## src/rtl/id_hazard_scoreboard_if.sv

```systemverilog
`default_nettype none
// ============================================================================
// Module : id_hazard_scoreboard_if
// Decode-side bundle between ID/HDU and the hazard scoreboard.
// Rev    : 1.0
// ============================================================================
interface id_hazard_scoreboard_if #(
    parameter int REGID_W = 5,
    parameter int DEPTH   = 4,
    parameter int LAT_W   = $clog2(DEPTH),
    parameter int SEL_W   = $clog2(DEPTH)
);
    logic               issue_valid;
    logic [REGID_W-1:0] rs1_regid;
    logic               rs1_read;
    logic [REGID_W-1:0] rs2_regid;
    logic               rs2_read;
    logic [REGID_W-1:0] rd_regid;
    logic               rd_write;
    logic [LAT_W-1:0]   rd_latency;
    logic               hold;
    logic               flush;
    logic               stall;
    logic               issue_fire;
    logic               ex_valid;
    logic [SEL_W-1:0]   ex_fwd_sel1;
    logic [SEL_W-1:0]   ex_fwd_sel2;
    logic [31:0]        stall_cycles;

    modport master (
        output issue_valid, rs1_regid, rs1_read, rs2_regid, rs2_read,
        output rd_regid, rd_write, rd_latency, hold, flush,
        input  stall, issue_fire, ex_valid, ex_fwd_sel1, ex_fwd_sel2, stall_cycles
    );

    modport slave (
        input  issue_valid, rs1_regid, rs1_read, rs2_regid, rs2_read,
        input  rd_regid, rd_write, rd_latency, hold, flush,
        output stall, issue_fire, ex_valid, ex_fwd_sel1, ex_fwd_sel2, stall_cycles
    );
endinterface
`default_nettype wire

```

## src/rtl/id_hazard_scoreboard.sv

```systemverilog
`default_nettype none
// ============================================================================
// Module : id_hazard_scoreboard
// Stall and registered forward-select generation over DEPTH in-flight slots.
// Rev    : 1.0
// ============================================================================
module id_hazard_scoreboard #(
    parameter int REGID_W = 5,
    parameter int DEPTH   = 4,
    parameter int LAT_W   = $clog2(DEPTH),
    parameter int SEL_W   = $clog2(DEPTH)
) (
    input wire                    clk,
    input wire                    rst,
    id_hazard_scoreboard_if.slave sb
);
    localparam int               c_SLOT_LAST = DEPTH - 1;
    localparam logic [LAT_W-1:0] c_LAT_MIN   = LAT_W'(1);
    localparam logic [LAT_W-1:0] c_LAT_MAX   = LAT_W'(DEPTH - 1);

    logic               r_slot_valid [DEPTH];
    logic [REGID_W-1:0] r_slot_rd    [DEPTH];
    logic [LAT_W-1:0]   r_slot_lat   [DEPTH];

    logic               r_ex_valid;
    logic [SEL_W-1:0]   r_ex_sel1;
    logic [SEL_W-1:0]   r_ex_sel2;
    logic [31:0]        r_stall_cycles;

    logic [LAT_W-1:0]   w_lat_clamped;
    logic               w_hit1, w_hit2;
    logic [SEL_W-1:0]   w_idx1, w_idx2;
    logic [LAT_W-1:0]   w_lat1, w_lat2;
    logic               w_fwd1, w_fwd2;
    logic               w_stall1, w_stall2;
    logic [SEL_W-1:0]   w_sel1, w_sel2;
    logic               w_stall;
    logic               w_fire;

    always_comb begin
        w_lat_clamped = sb.rd_latency;
        if (sb.rd_latency == '0)
            w_lat_clamped = c_LAT_MIN;
        else if (32'(sb.rd_latency) >= 32'(DEPTH))
            w_lat_clamped = c_LAT_MAX;
    end

    // Scan oldest to youngest so the lowest matching slot is the last to assign.
    always_comb begin
        w_hit1 = 1'b0;
        w_idx1 = '0;
        w_lat1 = '0;
        w_hit2 = 1'b0;
        w_idx2 = '0;
        w_lat2 = '0;
        for (int k = DEPTH - 1; k >= 0; k--) begin
            if (r_slot_valid[k] && sb.rs1_read && (sb.rs1_regid != '0) &&
                (sb.rs1_regid == r_slot_rd[k])) begin
                w_hit1 = 1'b1;
                w_idx1 = SEL_W'(k);
                w_lat1 = r_slot_lat[k];
            end
            if (r_slot_valid[k] && sb.rs2_read && (sb.rs2_regid != '0) &&
                (sb.rs2_regid == r_slot_rd[k])) begin
                w_hit2 = 1'b1;
                w_idx2 = SEL_W'(k);
                w_lat2 = r_slot_lat[k];
            end
        end
    end

    // A hit in the last slot is served by the write-through regfile read.
    assign w_fwd1   = w_hit1 && (32'(w_idx1) != 32'(c_SLOT_LAST));
    assign w_fwd2   = w_hit2 && (32'(w_idx2) != 32'(c_SLOT_LAST));
    assign w_stall1 = w_fwd1 && ((32'(w_idx1) + 32'd1) < 32'(w_lat1));
    assign w_stall2 = w_fwd2 && ((32'(w_idx2) + 32'd1) < 32'(w_lat2));
    assign w_sel1   = w_fwd1 ? (w_idx1 + SEL_W'(1)) : '0;
    assign w_sel2   = w_fwd2 ? (w_idx2 + SEL_W'(1)) : '0;

    assign w_stall  = sb.issue_valid && !sb.flush && (w_stall1 || w_stall2);
    assign w_fire   = sb.issue_valid && !w_stall && !sb.hold && !sb.flush;

    always_ff @(posedge clk) begin
        if (rst) begin
            for (int k = 0; k < DEPTH; k++) begin
                r_slot_valid[k] <= 1'b0;
                r_slot_rd[k]    <= '0;
                r_slot_lat[k]   <= '0;
            end
            r_ex_valid     <= 1'b0;
            r_ex_sel1      <= '0;
            r_ex_sel2      <= '0;
            r_stall_cycles <= '0;
        end else if (!sb.hold) begin
            for (int k = DEPTH - 1; k > 0; k--) begin
                r_slot_valid[k] <= r_slot_valid[k-1];
                r_slot_rd[k]    <= r_slot_rd[k-1];
                r_slot_lat[k]   <= r_slot_lat[k-1];
            end
            r_slot_valid[0] <= w_fire && sb.rd_write && (sb.rd_regid != '0);
            r_slot_rd[0]    <= sb.rd_regid;
            r_slot_lat[0]   <= w_lat_clamped;
            r_ex_valid      <= w_fire;
            r_ex_sel1       <= w_fire ? w_sel1 : '0;
            r_ex_sel2       <= w_fire ? w_sel2 : '0;
            if (w_stall && sb.issue_valid && (r_stall_cycles != '1))
                r_stall_cycles <= r_stall_cycles + 32'd1;
        end
    end

    assign sb.stall        = w_stall;
    assign sb.issue_fire   = w_fire;
    assign sb.ex_valid     = r_ex_valid;
    assign sb.ex_fwd_sel1  = r_ex_sel1;
    assign sb.ex_fwd_sel2  = r_ex_sel2;
    assign sb.stall_cycles = r_stall_cycles;
endmodule
`default_nettype wire

```

## src/flat_wrapper.sv

```systemverilog
// flat-port wrapper written by rule: the top's interface ports become plain ports
module id_hazard_scoreboard_flat 
#(
    parameter int REGID_W = 5,
    parameter int DEPTH   = 4,
    parameter int LAT_W   = $clog2(DEPTH),
    parameter int SEL_W   = $clog2(DEPTH)
)
  (clk, rst, sb_issue_valid, sb_rs1_regid, sb_rs1_read, sb_rs2_regid, sb_rs2_read, sb_rd_regid, sb_rd_write, sb_rd_latency, sb_hold, sb_flush, sb_stall, sb_issue_fire, sb_ex_valid, sb_ex_fwd_sel1, sb_ex_fwd_sel2, sb_stall_cycles);
  id_hazard_scoreboard_if #(.REGID_W(REGID_W), .DEPTH(DEPTH), .LAT_W(LAT_W), .SEL_W(SEL_W)) sb_i ();
  input wire clk;
  input wire rst;
  input wire logic [$bits(sb_i.issue_valid)-1:0] sb_issue_valid;
  input wire logic [$bits(sb_i.rs1_regid)-1:0] sb_rs1_regid;
  input wire logic [$bits(sb_i.rs1_read)-1:0] sb_rs1_read;
  input wire logic [$bits(sb_i.rs2_regid)-1:0] sb_rs2_regid;
  input wire logic [$bits(sb_i.rs2_read)-1:0] sb_rs2_read;
  input wire logic [$bits(sb_i.rd_regid)-1:0] sb_rd_regid;
  input wire logic [$bits(sb_i.rd_write)-1:0] sb_rd_write;
  input wire logic [$bits(sb_i.rd_latency)-1:0] sb_rd_latency;
  input wire logic [$bits(sb_i.hold)-1:0] sb_hold;
  input wire logic [$bits(sb_i.flush)-1:0] sb_flush;
  output wire logic [$bits(sb_i.stall)-1:0] sb_stall;
  output wire logic [$bits(sb_i.issue_fire)-1:0] sb_issue_fire;
  output wire logic [$bits(sb_i.ex_valid)-1:0] sb_ex_valid;
  output wire logic [$bits(sb_i.ex_fwd_sel1)-1:0] sb_ex_fwd_sel1;
  output wire logic [$bits(sb_i.ex_fwd_sel2)-1:0] sb_ex_fwd_sel2;
  output wire logic [$bits(sb_i.stall_cycles)-1:0] sb_stall_cycles;
  assign sb_i.issue_valid = sb_issue_valid;
  assign sb_i.rs1_regid = sb_rs1_regid;
  assign sb_i.rs1_read = sb_rs1_read;
  assign sb_i.rs2_regid = sb_rs2_regid;
  assign sb_i.rs2_read = sb_rs2_read;
  assign sb_i.rd_regid = sb_rd_regid;
  assign sb_i.rd_write = sb_rd_write;
  assign sb_i.rd_latency = sb_rd_latency;
  assign sb_i.hold = sb_hold;
  assign sb_i.flush = sb_flush;
  assign sb_stall = sb_i.stall;
  assign sb_issue_fire = sb_i.issue_fire;
  assign sb_ex_valid = sb_i.ex_valid;
  assign sb_ex_fwd_sel1 = sb_i.ex_fwd_sel1;
  assign sb_ex_fwd_sel2 = sb_i.ex_fwd_sel2;
  assign sb_stall_cycles = sb_i.stall_cycles;
  id_hazard_scoreboard #(.REGID_W(REGID_W), .DEPTH(DEPTH), .LAT_W(LAT_W), .SEL_W(SEL_W)) u_core (.clk(clk), .rst(rst), .sb(sb_i));
endmodule
```

## config.mk

```make
export PLATFORM = sky130hd
export DESIGN_NAME = id_hazard_scoreboard_flat
export DESIGN_NICKNAME = d
export VERILOG_FILES = /design/src/rtl/id_hazard_scoreboard_if.sv /design/src/rtl/id_hazard_scoreboard.sv /design/src/flat_wrapper.sv
export SDC_FILE = /design/constraint.sdc
export NUM_CORES = 1
export LEC_CHECK = 0
export BUFFER_PORTS_ARGS = -buffer_cell sky130_fd_sc_hd__buf_2
export CAP_MARGIN = 20
export CELL_PAD_IN_SITES_DETAIL_PLACEMENT = 1
export CELL_PAD_IN_SITES_GLOBAL_PLACEMENT = 2
export CORE_ASPECT_RATIO = 1.1
export CORE_UTILIZATION = 35
export CTS_CLUSTER_SIZE = 20
export DETAILED_ROUTE_END_ITERATION = 12
export GPL_ROUTABILITY_DRIVEN = 0
export PLACE_DENSITY_LB_ADDON = 0.25
export RECOVER_POWER = 50
export SYNTH_ARGS = -nofsm -noshare
export SYNTH_HDL_FRONTEND = slang
export SYNTH_SLANG_ARGS = --single-unit
```

## constraint.sdc

```tcl
create_clock -name clk -period 5.6 [get_ports clk]
set_input_delay 1.12 -clock clk [delete_from_list [all_inputs] [get_ports clk]]
set_output_delay 1.12 -clock clk [all_outputs]
set_load 0.005 [all_outputs]
```

==> results.md <==
* Outcome: finished, violations left
* Failing checks: capacitance limit, slew limit
* Port-buffer cells at 63
* Core area at 0.0104 mm^2
* Yosys top cell area share at 25.4%
* Final setup violation count at 0
* First-pass GRT wire length at 16300 um
* Total clock sinks at 69
* Post-CTS Setup Bufs at 0
* R2R cell count at 13
* 1st-iter DRT viols at 107
* Pins Over Slew Limit at 70
* Lkg Pwr at 1.58 nW
* Slew headroom at -12.6%
* Critical path arrival at 4.14 ns
* Final instance area at 0.00453 mm^2
* Worst-path clk slew at 0.05 ns
* Share of cells above drive strength 1 at 15.9%
* CTS hold repair buffers at 0
* Std cell rows at 39
* Worst Setup SP: sb_rs2_regid[1]
* Reg2Reg Setup Slack at 1.47 ns
* CP delay by family, top: simple AND/OR/NAND/NOR gates
* RSZ-0062 raised after global routing: no
* DRT antenna net count at 0
* Final period demand of the worst path at 5.26 ns
* Buf/Inv on CP at 2
* Async SR Flop Fraction at 0%
* Register area share after synthesis at 45.0%
* Slowest cell on crit path: nor4_1
* DR DRC count at 0
* CTS tree: done
* Max incr delay on CP at 0.87 ns
* Critical Path Fanout Max at 7
* EDFF count, synth at 32
* Vias in the first global route at 3322
* Max VDD drop at 166 uV
* Root buffer cell: clkbuf_16
* Ys Warns at 0
* Synth Cell Area at 0.00378 mm^2
* Fin Setup TNS at 0 ns
* Effective utilization at floorplan at 36.2%
* CTS Buf Count at 9
* Synthesized area per cell at 9.47 um^2
* R2r endpoint: u_core.sb.stall_cycles[23]
* HPWL after DPL at 7110 um
* CTS max path bufs at 2
* Placed insts at 584
* Fin util at 43.4%
* H-tree depth at 3
* Yosys cell types at 47
* Pre-antenna DRT Iters at 4
* Synth Flop Type: dfxtp_1
* Routed wire per std cell at 16.5 um
* WS Path Type: input port to output port
* Crit path cell chain: buf_2 > or4_1 > o21ai_2 > nor4_1 > nor2_1 > ha_1 > ha_1 > a211o_1 > a311oi_2 > nor2_1 > nor3b_1 > buf_2
* Required time of the critical path at 4.48 ns
* Final WL at 9890 um
* Largest area contributor in the netlist: edfxtp_1
* Layout Cells excl Fill at 601
* Antenna violations before repair at 0
* Diode count at 0
* Vias at 3200
* Clock latency on the worst-skew pair at 0.34 ns
* Post-DP Area at 0.00419 mm^2
* Gr usage total at 18.8%
* Reg-to-reg critical path startpoint: u_core.r_slot_rd[0][0]
* Final Cycle Share at 93.9%
* Slew @ Worst Pin at 1.69 ns
* Min-Delay Path Class: register to register
* Synthesized instance count at 399
* Worst hold path depth at 2
* Stages on worst setup path at 12
* P&R area growth vs syn at 20.0%
* CP Launch Type: input port
* Synthesis-stage register bit count at 69
* Die Ht at 111 um
* Die Area at 0.0112 mm^2
* Synth cell count leaders: dfxtp_1 (37), a21oi_1 (33), edfxtp_1 (32)
* Kind of end point of the critical path: output port
* Most frequent cell after synthesis: dfxtp_1
* PostCTS Resize Cnt at 0
* Max Cap Viol at 2
* Setup crit end: sb_stall
* I/O Pins at 64
* Vias/cell at 5.32
* DIE WIDTH at 101 um
* Final Hold Violating Endpoints at 0
* Post-Syn Nets at 429
* Fin nets at 483
* Grt ovf at 0
* Largest cells by area after synthesis: edfxtp_1 (25%), dfxtp_1 (20%), xnor2_1 (5.1%), and2_1 (4.8%), xor2_1 (4.4%)
* Pin count of the biggest net entering global routing at 51
* Layout Skew at 0.00830 ns
* Power, Total at 1.30 mW
* Pwr/cell area at 287 mW/mm^2
* Fmax achieved at 190 MHz
## how the worst min path moves through the flow
stage                       start            endpoint  slack [ns]
6_report       u_core.sb.ex_valid  u_core.sb.ex_valid        0.44
3_5_place_dp   u_core.sb.ex_valid  u_core.sb.ex_valid        0.44
4_1_cts        u_core.sb.ex_valid  u_core.sb.ex_valid        0.45
3_3_place_gp   u_core.sb.ex_valid  u_core.sb.ex_valid        0.43
2_1_floorplan  u_core.sb.ex_valid  u_core.sb.ex_valid        0.44
5_1_grt        u_core.sb.ex_valid  u_core.sb.ex_valid        0.46
## stage by stage
step                hold WS (ns)  setup slack (ns)
finish                     0.441             0.339
CTS                        0.448             0.293
detailed placement         0.438             0.289
global placement           0.434             0.445
floorplan                  0.439             0.636
global route               0.462             0.162
## cell type report
| class | instances | area, um^2 |
|---|---|---|
| Multi-Input combinational cell | 290 | 1910 |
| Sequential cell | 69 | 1700 |
| Inverter | 14 | 52.6 |
| Clock buffer | 9 | 225 |
| Clock inverter | 7 | 123 |
| Fill cell | 1247 | 5910 |
| Tap cell | 143 | 179 |
| Timing Repair Buffer | 69 | 348 |
## flip-flops by register name, indices dropped and copies added, names as in the netlist
| name | flops |
|---|---|
| u_core.sb.ex_fwd_sel1 | 2 |
| u_core.r_slot_lat | 8 |
| u_core.sb.ex_valid | 1 |
| u_core.r_slot_rd | 20 |
| u_core.sb.ex_fwd_sel2 | 2 |
| u_core.sb.stall_cycles | 32 |
| u_core.r_slot_valid | 4 |
## power by group
part	total, mW	internal (mW)	switching [mW]	leakage (nW)
Combinational	0.0750	0.0329	0.0420	0.769
Sequential	0.562	0.545	0.0166	0.650
Clock	0.666	0.437	0.228	0.162
## worst register-to-register path, cell delays in order, from the launching register on
cell and delay [ns]:
edfxtp_1 0.45, xnor2_1 0.22, nand4_1 0.12, nor4_1 0.78
nor2_1 0.13, ha_1 0.35, ha_1 0.33, a211o_1 0.27
a311oi_2 0.22, buf_4 0.18, o2111ai_1 0.13, buf_4 0.24
or4_1 0.46, a21oi_1 0.14
## cell usage in the layout, fill, tap and decap left out, types with 2 or more instances in the layout
cell / count
buf_2: 43
dfxtp_1: 37
a21oi_1: 33
edfxtp_1: 32
nand2_1: 22
xnor2_1: 22
xor2_1: 19
clkbuf_1: 19
and2_0: 18
or3_1: 18
o21ai_0: 18
or4_1: 17
nor2_1: 14
inv_1: 14
nand4_1: 14
o31ai_1: 14
and2_1: 11
nor3_1: 10
nand3_1: 9
clkbuf_16: 9
nor4_1: 7
ha_1: 5
buf_4: 5
nor2b_1: 4
and3_1: 4
nand2b_1: 3
and4_1: 3
bufinv_16: 3
o21a_1: 2
a21boi_0: 2
nand4bb_1: 2
clkinvlp_4: 2
## logic make-up after synthesis
family | count (synthesis) | share of synthesized area, %
buffers and inverters | 40 | 4.77
AO/OA/AOI/OAI | 83 | 14.0
flip-flops | 69 | 45.0
multiplexers | 1 | 0.265
AND/OR/NAND/NOR | 160 | 24.8
adder cells (fa/ha/maj) | 5 | 1.66
XOR/XNOR | 41 | 9.50
## metal layers
layer  global-route usage (%)  vias up  part of all wire [%]
met5                        0        -                     0
met4                     7.63        0                   2.3
met3                     4.54       17                   4.0
met2                     31.9       50                    51
met1                     22.4     1567                    43
li1                         -     1566                     -
(Power assumes the default switching activity.)
